===== config.mk =====
export PLATFORM = sky130hd
export DESIGN_NAME = pipe_stage_reg
export DESIGN_NICKNAME = d
export VERILOG_FILES = /design/src/rtl/pipe_pkg.sv /design/src/rtl/pipe_skid_slot.sv /design/src/rtl/pipe_stage_reg.sv
export SDC_FILE = /design/constraint.sdc
export NUM_CORES = 1
export LEC_CHECK = 0
export ABC_CLOCK_PERIOD_IN_PS = 3000
export CAP_MARGIN = 20
export CORE_UTILIZATION = 25
export CTS_BUF_LIST = sky130_fd_sc_hd__clkbuf_8 sky130_fd_sc_hd__clkbuf_16
export DETAILED_ROUTE_END_ITERATION = 7
export GPL_ROUTABILITY_DRIVEN = 0
export MAX_ROUTING_LAYER = met4
export SLEW_MARGIN = 20
export SYNTH_ARGS = -nofsm -noshare
export SYNTH_HDL_FRONTEND = slang
export SYNTH_SLANG_ARGS = --single-unit
export TNS_END_PERCENT = 50

===== constraint.sdc =====
create_clock -name clk -period 3 [get_ports clk]
set_clock_uncertainty 0.2 [all_clocks]
set_input_delay 0.3 -clock clk [delete_from_list [all_inputs] [get_ports clk]]
set_output_delay 0.3 -clock clk [all_outputs]
set_load 0.005 [all_outputs]

===== src/rtl/pipe_pkg.sv =====
// Shared definitions for the pipelined core's stage-boundary registers.
// Holds default payload/counter widths, control-field bit positions and the
// packed control payload type used by the decode and execute stages.
package pipe_pkg;

    // Default widths for pipe_stage_reg instances
    localparam int unsigned DEF_DATA_W = 40;
    localparam int unsigned DEF_CTRL_W = 8;
    localparam int unsigned DEF_CNT_W  = 16;

    // Control payload bit positions
    localparam int unsigned CTRL_REGWRITE  = 0;
    localparam int unsigned CTRL_ALUSRC    = 1;
    localparam int unsigned CTRL_RESULTSRC = 2;
    localparam int unsigned CTRL_MEMWRITE  = 3;
    localparam int unsigned CTRL_ALUOP_LSB = 4;
    localparam int unsigned CTRL_ALUOP_MSB = 6;
    localparam int unsigned CTRL_MATMUL    = 7;

    // Control payload, msb first; matches the bit positions above
    typedef struct packed {
        logic       matmul;
        logic [2:0] aluop;
        logic       memwrite;
        logic       resultsrc;
        logic       alusrc;
        logic       regwrite;
    } ctrl_t;

endpackage : pipe_pkg


===== src/rtl/pipe_skid_slot.sv =====
// Single-entry skid slot (S) for pipe_stage_reg.
// Ports:
//   clk, reset       clock, async active-high reset
//   flush_i          empties the slot (highest priority)
//   wr_en_i          capture data_i/ctrl_i and mark the slot full
//   rd_en_i          slot contents consumed; mark empty
//   data_i, ctrl_i   payload to park
//   valid_o          slot holds a beat
//   data_o, ctrl_o   parked payload
module pipe_skid_slot
    import pipe_pkg::*;
#(
    parameter int unsigned DATA_W = DEF_DATA_W,
    parameter int unsigned CTRL_W = DEF_CTRL_W
) (
    input  logic              clk,
    input  logic              reset,
    input  logic              flush_i,
    input  logic              wr_en_i,
    input  logic              rd_en_i,
    input  logic [DATA_W-1:0] data_i,
    input  logic [CTRL_W-1:0] ctrl_i,
    output logic              valid_o,
    output logic [DATA_W-1:0] data_o,
    output logic [CTRL_W-1:0] ctrl_o
);

    logic              valid_q, valid_d;
    logic [DATA_W-1:0] data_q,  data_d;
    logic [CTRL_W-1:0] ctrl_q,  ctrl_d;

    // Next-state: flush beats a write, a write beats a read
    always_comb begin
        valid_d = valid_q;
        data_d  = data_q;
        ctrl_d  = ctrl_q;
        if (flush_i) begin
            valid_d = 1'b0;
        end else if (wr_en_i) begin
            valid_d = 1'b1;
            data_d  = data_i;
            ctrl_d  = ctrl_i;
        end else if (rd_en_i) begin
            valid_d = 1'b0;
        end
    end

    always_ff @(posedge clk or posedge reset) begin
        if (reset) begin
            valid_q <= 1'b0;
            data_q  <= '0;
            ctrl_q  <= '0;
        end else begin
            valid_q <= valid_d;
            data_q  <= data_d;
            ctrl_q  <= ctrl_d;
        end
    end

    assign valid_o = valid_q;
    assign data_o  = data_q;
    assign ctrl_o  = ctrl_q;

endmodule : pipe_skid_slot


===== src/rtl/pipe_stage_reg.sv =====
// Elastic pipeline-stage register (IF/ID, ID/EX, EX/MEM, MEM/WB boundaries).
// Carries a data and a control payload across a valid/ready handshake, with
// flush, a saturating bubble counter and an optional skid entry.
// Build option: define PIPE_STAGE_REG_SKID_EN to add the skid entry, which
// makes in_ready a registered signal with no path from out_ready.
// Ports:
//   clk, reset                 clock, async active-high reset
//   in_valid/in_ready          upstream handshake
//   in_data, in_ctrl           upstream payload
//   out_valid/out_ready        downstream handshake
//   out_data, out_ctrl         registered payload (main register M)
//   flush                      kill held beats and any beat accepted this cycle
//   cnt_clr                    clear bubble_cnt
//   bubble_cnt                 saturating count of cycles with out_valid=0
module pipe_stage_reg
    import pipe_pkg::*;
#(
    parameter int unsigned DATA_W = DEF_DATA_W,
    parameter int unsigned CTRL_W = DEF_CTRL_W,
    parameter int unsigned CNT_W  = DEF_CNT_W
) (
    input  logic              clk,
    input  logic              reset,
    input  logic              in_valid,
    output logic              in_ready,
    input  logic [DATA_W-1:0] in_data,
    input  logic [CTRL_W-1:0] in_ctrl,
    output logic              out_valid,
    input  logic              out_ready,
    output logic [DATA_W-1:0] out_data,
    output logic [CTRL_W-1:0] out_ctrl,
    input  logic              flush,
    input  logic              cnt_clr,
    output logic [CNT_W-1:0]  bubble_cnt
);

    localparam logic [CNT_W-1:0] CNT_MAX = {CNT_W{1'b1}};

    logic              m_valid_q, m_valid_d;
    logic [DATA_W-1:0] m_data_q,  m_data_d;
    logic [CTRL_W-1:0] m_ctrl_q,  m_ctrl_d;
    logic [CNT_W-1:0]  cnt_q,     cnt_d;

    logic              accept;
    logic              xfer;
    logic              m_load;
    logic [DATA_W-1:0] m_load_data;
    logic [CTRL_W-1:0] m_load_ctrl;

    assign accept = in_valid && in_ready;
    assign xfer   = m_valid_q && out_ready;

`ifdef PIPE_STAGE_REG_SKID_EN
    logic              s_valid;
    logic              s_wr;
    logic              s_rd;
    logic [DATA_W-1:0] s_data;
    logic [CTRL_W-1:0] s_ctrl;

    // S is only ever full while M is full, so !S.valid is the capacity signal
    assign in_ready = !s_valid;
    // Park the beat only when M is full and not draining this cycle
    assign s_wr     = accept && m_valid_q && !out_ready;
    assign s_rd     = s_valid && xfer;

    pipe_skid_slot #(
        .DATA_W (DATA_W),
        .CTRL_W (CTRL_W)
    ) u_skid (
        .clk     (clk),
        .reset   (reset),
        .flush_i (flush),
        .wr_en_i (s_wr),
        .rd_en_i (s_rd),
        .data_i  (in_data),
        .ctrl_i  (in_ctrl),
        .valid_o (s_valid),
        .data_o  (s_data),
        .ctrl_o  (s_ctrl)
    );

    // M refill source: the older parked beat first, else the incoming beat
    always_comb begin
        m_load      = 1'b0;
        m_load_data = in_data;
        m_load_ctrl = in_ctrl;
        if (s_rd) begin
            m_load      = 1'b1;
            m_load_data = s_data;
            m_load_ctrl = s_ctrl;
        end else if (accept && (!m_valid_q || out_ready)) begin
            m_load = 1'b1;
        end
    end
`else
    // Without S, accept only when M is empty or draining this cycle
    assign in_ready = !m_valid_q || out_ready;

    always_comb begin
        m_load      = accept;
        m_load_data = in_data;
        m_load_ctrl = in_ctrl;
    end
`endif

    // Main register next-state; flush zeroes ctrl so a killed beat is inert
    always_comb begin
        m_valid_d = m_valid_q;
        m_data_d  = m_data_q;
        m_ctrl_d  = m_ctrl_q;
        if (flush) begin
            m_valid_d = 1'b0;
            m_ctrl_d  = '0;
        end else if (m_load) begin
            m_valid_d = 1'b1;
            m_data_d  = m_load_data;
            m_ctrl_d  = m_load_ctrl;
        end else if (xfer) begin
            m_valid_d = 1'b0;
        end
    end

    // Bubble counter: clear wins, otherwise saturating count of empty cycles
    always_comb begin
        cnt_d = cnt_q;
        if (cnt_clr) begin
            cnt_d = '0;
        end else if (!m_valid_q && (cnt_q != CNT_MAX)) begin
            cnt_d = cnt_q + CNT_W'(1);
        end
    end

    always_ff @(posedge clk or posedge reset) begin
        if (reset) begin
            m_valid_q <= 1'b0;
            m_data_q  <= '0;
            m_ctrl_q  <= '0;
            cnt_q     <= '0;
        end else begin
            m_valid_q <= m_valid_d;
            m_data_q  <= m_data_d;
            m_ctrl_q  <= m_ctrl_d;
            cnt_q     <= cnt_d;
        end
    end

    assign out_valid  = m_valid_q;
    assign out_data   = m_data_q;
    assign out_ctrl   = m_ctrl_q;
    assign bubble_cnt = cnt_q;

endmodule : pipe_stage_reg


Word-level counts from Yosys, hierarchy flattened

Index checks and enable logic that the tools add are counted.

Bits in registers: 65
Output and inout bits: 66
Word-level logic and storage cells: 23

$add $sub $neg: 1
Equality and inequality tests: 1
Muxes and demuxes: 7
Bitwise gates (word level): 1
Reductions and logical operators: 9

Operator list:

| operator              | count |
|---|---|
| $mux 16               | 2 |
| $add 16x1->16 const B | 1 |
| $mux 8                | 2 |
| $ne 16x16->1 const B  | 1 |
| $reduce_bool 2->1     | 2 |
| $logic_and 1x1->1     | 3 |
| $mux 1                | 3 |
| $reduce_bool 3->1     | 1 |
| $reduce_and 2->1      | 1 |
| $logic_not 1->1       | 1 |
| $logic_or 1x1->1      | 1 |
| $not 1->1             | 1 |

Depth between registers and ports, before layout

Word-level depth: 5
Depth in mapped cells: 6

Worst setup path before layout

No wires, ideal clock.

Kind: flip-flop to flip-flop
Start: register m_valid_q (netlist: out_valid)
End: register m_data_q[10] (netlist: out_data[10])
Setup time: 0.125 ns
Arrival: 1.512 ns
Required time: 2.675 ns
Path slack: 1.163 ns
Stages on the path, launching flop included: 7
Buffers on the path: 2
Clock period less this slack: 1.837 ns
Path through: dfrtp_1 > nand2b_1 > nand2_1 > nor2_1 > buf_2 > buf_2 > mux2_2

Longest elaborated chain between the ends: 4

Ends and longest elaborated chain:

| element                           | line                  | text |
|---|---|---|
| start: declaration                | pipe_stage_reg.sv:39  | `logic m_valid_q, m_valid_d;` |
| start signal: assignment          | pipe_stage_reg.sv:140 | `m_valid_q <= m_valid_d;` |
| $logic_not 1->1                   | pipe_stage_reg.sv:97  | `assign in_ready = !m_valid_q \|\| out_ready;` |
| $logic_or 1x1->1                  | pipe_stage_reg.sv:97  |  |
| named net in_ready                | pipe_stage_reg.sv:25  | `output logic in_ready,` |
| $logic_and 1x1->1                 | pipe_stage_reg.sv:50  | `assign accept = in_valid && in_ready;` |
| $reduce_and 2->1 (no source line) | -                     |  |
| end signal: assignment            | pipe_stage_reg.sv:141 | `m_data_q <= m_data_d;` |
| end: declaration                  | pipe_stage_reg.sv:40  | `logic [DATA_W-1:0] m_data_q, m_data_d;` |

The timed path passes the listed nets, and every way through them passes these cells.
A chain may end at the register's enable or synchronous reset.

Worst setup path in the final report

Start: register cnt_q[8] (netlist: bubble_cnt[8])
End: register cnt_q[0] (netlist: bubble_cnt[0])

Longest elaborated chain between the ends: 3

Ends and longest elaborated chain:

| element                            | line                  | text |
|---|---|---|
| start: declaration                 | pipe_stage_reg.sv:42  | `logic [CNT_W-1:0] cnt_q, cnt_d;` |
| start signal: assignment           | pipe_stage_reg.sv:143 | `cnt_q <= cnt_d;` |
| $ne 16x16->1                       | pipe_stage_reg.sv:128 | `end else if (!m_valid_q && (cnt_q != CNT_MAX)) begin` |
| $logic_and 1x1->1                  | pipe_stage_reg.sv:128 |  |
| $reduce_bool 2->1 (no source line) | -                     |  |

Every way passes these cells.

==> qor.yml <==
placement:
  dp_hpwl_um: 4620
  io_buffers: 119
  dp.cells: 462
cells_and_area:
  n_fill_cell: 1024
  area_growth_pct: 56.9
  layout_commonest_cell: "clkdlybuf4s50_1"
  mostFrequentLayoutCells: "clkdlybuf4s50_1, dfrtp_1, mux2_2"
  nets: 392
  antennaDiodeCount: 0
  drive_above_1_share: 0.191
  stdcell_count: 476
  finish.utilization: 0.410
floorplanning:
  rows: 37
  dieWidth_um: 107
  initial_utilization: 0.261
  die_h_um: 107
  core_area_um2: 10500
  dieArea_um2: 11400
  ios: 120
synth:
  syn_avg_cell_area_um2: 13.0
  synth_fp_nets: 266
  ys_warn_count: 0
  netlist_area_um2: 2740
  syn_inst: 211
  ys_seq_elements: 65
  synth_cell_types: 34
  ys_seq_area_frac: 0.595
grt:
  antenna_found_initial: 0
  globalRouteOverflowTotal: 0
  grt_pass1_vias: 2335
  grt_start_max_net_pins: 43
  track_usage: 0.129
  grt_pass1_wl_um: 11100
critical_path:
  cp.required_ns: 3.00
  startpoint_type: "register"
  arrival_ns: 2.04
  rr_worst_depth: 4
  crit_end: "bubble_cnt[0]$_DFFE_PP0P_"
  reg2reg_slack_ns: 0.97
  crit_cells: 4
  r2r-start: "bubble_cnt[8]$_DFFE_PP0P_"
  crit_fanout: 9
  cp_top_family: "simple AND/OR/NAND/NOR gates"
  timing.rr.end: "bubble_cnt[0]$_DFFE_PP0P_"
  path_class: "reg -> reg"
  cpMaxStageDelayCell: "dfrtp_1"
  cp-startpoint: "bubble_cnt[8]$_DFFE_PP0P_"
  crit_buf_inv: 0
  cp-end-kind: "register"
  cpPeakStageDelay_ns: 0.48
  cp_cell_sequence: "nand4_1 -> nor2_1 -> a31oi_1 -> mux2_2"
drt:
  drtIter0Drc: 60
  routedWlPerCell_um: 13.8
  drc: 0
  ant_nets: 0
  viasPerCell: 4.55
  routed_wirelength_um: 6550
  firstDrtPassIters: 4
  vias: 2167
min_path:
  hold_class: "in -> async"
clocking:
  cts_sinks: 65
  clk_pin_slew_ns: 0.07
  clockBufferDepth: 2
  numCtsBuffers: 9
  h-tree-depth: 3
  cts.repair.resized: 0
  cts_root_buffer: "clkbuf_8"
  postCtsSetupBuffers: 0
  cts_tree: "built"
  cts_hold_buffers: 0
  clock_latency_ns: 0.33
timing:
  hold_slack_ns: 0.181
  rsz0062_at_grt: "false"
  slew_violations: 0
  worst_pin_slew_ns: 0.759
  period_needed_ns: 2.03
  hold_viol: 0
  fin_crit_sh: 0.678
  max_freq_mhz: 492
  relSlewSlack: 0.493
  finalSetupTns_ns: 0
  setup-violations-final: 0
power_and_ir_drop:
  power_uw: 2200
  power_leakage_uw: 0.00173
  p_per_area_nw_per_um2: 512
  ir_worst_vdd_mv: 0.266
run_status:
  outcome: "finished clean"
flow_run:
  cap_violations: 0
[area by class of cell]
cell class,instances,area (um2),share of cell area
Multi-Input combinational cell,134,1060,0.248
Sequential cell,65,1630,0.379
Inverter,5,18.8,0.00437
Clock buffer,10,138,0.0321
Clock inverter,4,46.3,0.0108
Tap cell,136,170,0.0397
Timing Repair Buffer,122,1230,0.286
[kinds of logic (layout without fill, tap and decap cells)]
family                     Yosys count  in the layout  synth area share
buffers and inverters               12            141            0.0188
and+or+nand+nor                     53             53             0.112
DFF                                 65             65             0.595
muxes                               45             45             0.185
adders and majority gates            1              1           0.00457
AOI/OAI and AO/OA                   35             35            0.0856
[through the flow]
stage	worst slack, ns	cell area, um2
after global routing	0.750	4290
after global placement	0.703	4110
after CTS	0.942	4290
final	0.967	4290
after floorplan	0.874	2740
after detailed placement	0.674	4110
[layer usage]
layer  routed length [um]  vias up  GRT usage
li1                     -     1028          -
met1                 2830     1053      0.152
met2                 3140       80      0.197
met3                  536        6     0.0553
met4                   49        0     0.0431
met5                    0        -          -
[power by group]
| group | switching, uW | internal [uW] |
|---|---|---|
| clock network | 309 | 393 |
| logic | 132 | 323 |
| registers | 59.4 | 980 |
| total | 500 | 1700 |
[synth_stat cells (all sizes together)]
cell    number  share of area
a21oi       10          0.018
nand2       10          0.014
and3         2         0.0046
o41ai        1         0.0032
nand4        4          0.015
a22o         8          0.026
o31ai        3         0.0082
inv          5         0.0069
nand3        2         0.0037
a31oi        6          0.014
nand4b       1         0.0032
mux2        44           0.18
a211oi       1         0.0027
or4          1         0.0027
o21ai        4         0.0073
and3b        1         0.0032
nor3         5         0.0091
a221oi       1         0.0032
mux2i        1         0.0037
nor2         9          0.012
nand2b       3         0.0069
clkbuf       2         0.0027
dfrtp       65           0.59
or2          1         0.0023
nor3b        1         0.0027
or3          5          0.011
and4         2         0.0073
ha           1         0.0046
a311oi       1         0.0032
buf          5         0.0091
nor2b        5          0.011
and2         1         0.0023
[registers in the layout (all words and copies together) (netlist names)]
signal,count
out_data,40
out_valid,1
bubble_cnt,16
out_ctrl,8
[worst reg2reg max path: cells and delay by family, from the launching register on]
| kind | cells | cell delay (ns) |
|---|---|---|
| AOI/OAI and AO/OA | 1 | 0.22 |
| DFF | 1 | 0.48 |
| muxes | 1 | 0.31 |
| and+or+nand+nor | 2 | 0.69 |
[how the worst min path moves through the flow]
stage / startpoint / to / slack, ns / depth (start not counted)
5_1_grt: reset / out_data[9]$_DFFE_PP0P_ / 0.23 / 2
2_1_floorplan: flush / out_valid$_DFFE_PP0P_ / 0.16 / 1
4_1_cts: reset / out_data[8]$_DFFE_PP0P_ / 0.19 / 2
6_report: reset / out_data[5]$_DFFE_PP0P_ / 0.18 / 2
3_3_place_gp: out_ctrl[4]$_DFFE_PP0P_ / out_ctrl[4]$_DFFE_PP0P_ / 0.29 / 1
3_5_place_dp: out_ctrl[4]$_DFFE_PP0P_ / out_ctrl[4]$_DFFE_PP0P_ / 0.29 / 1
(Power assumes the default switching activity.)
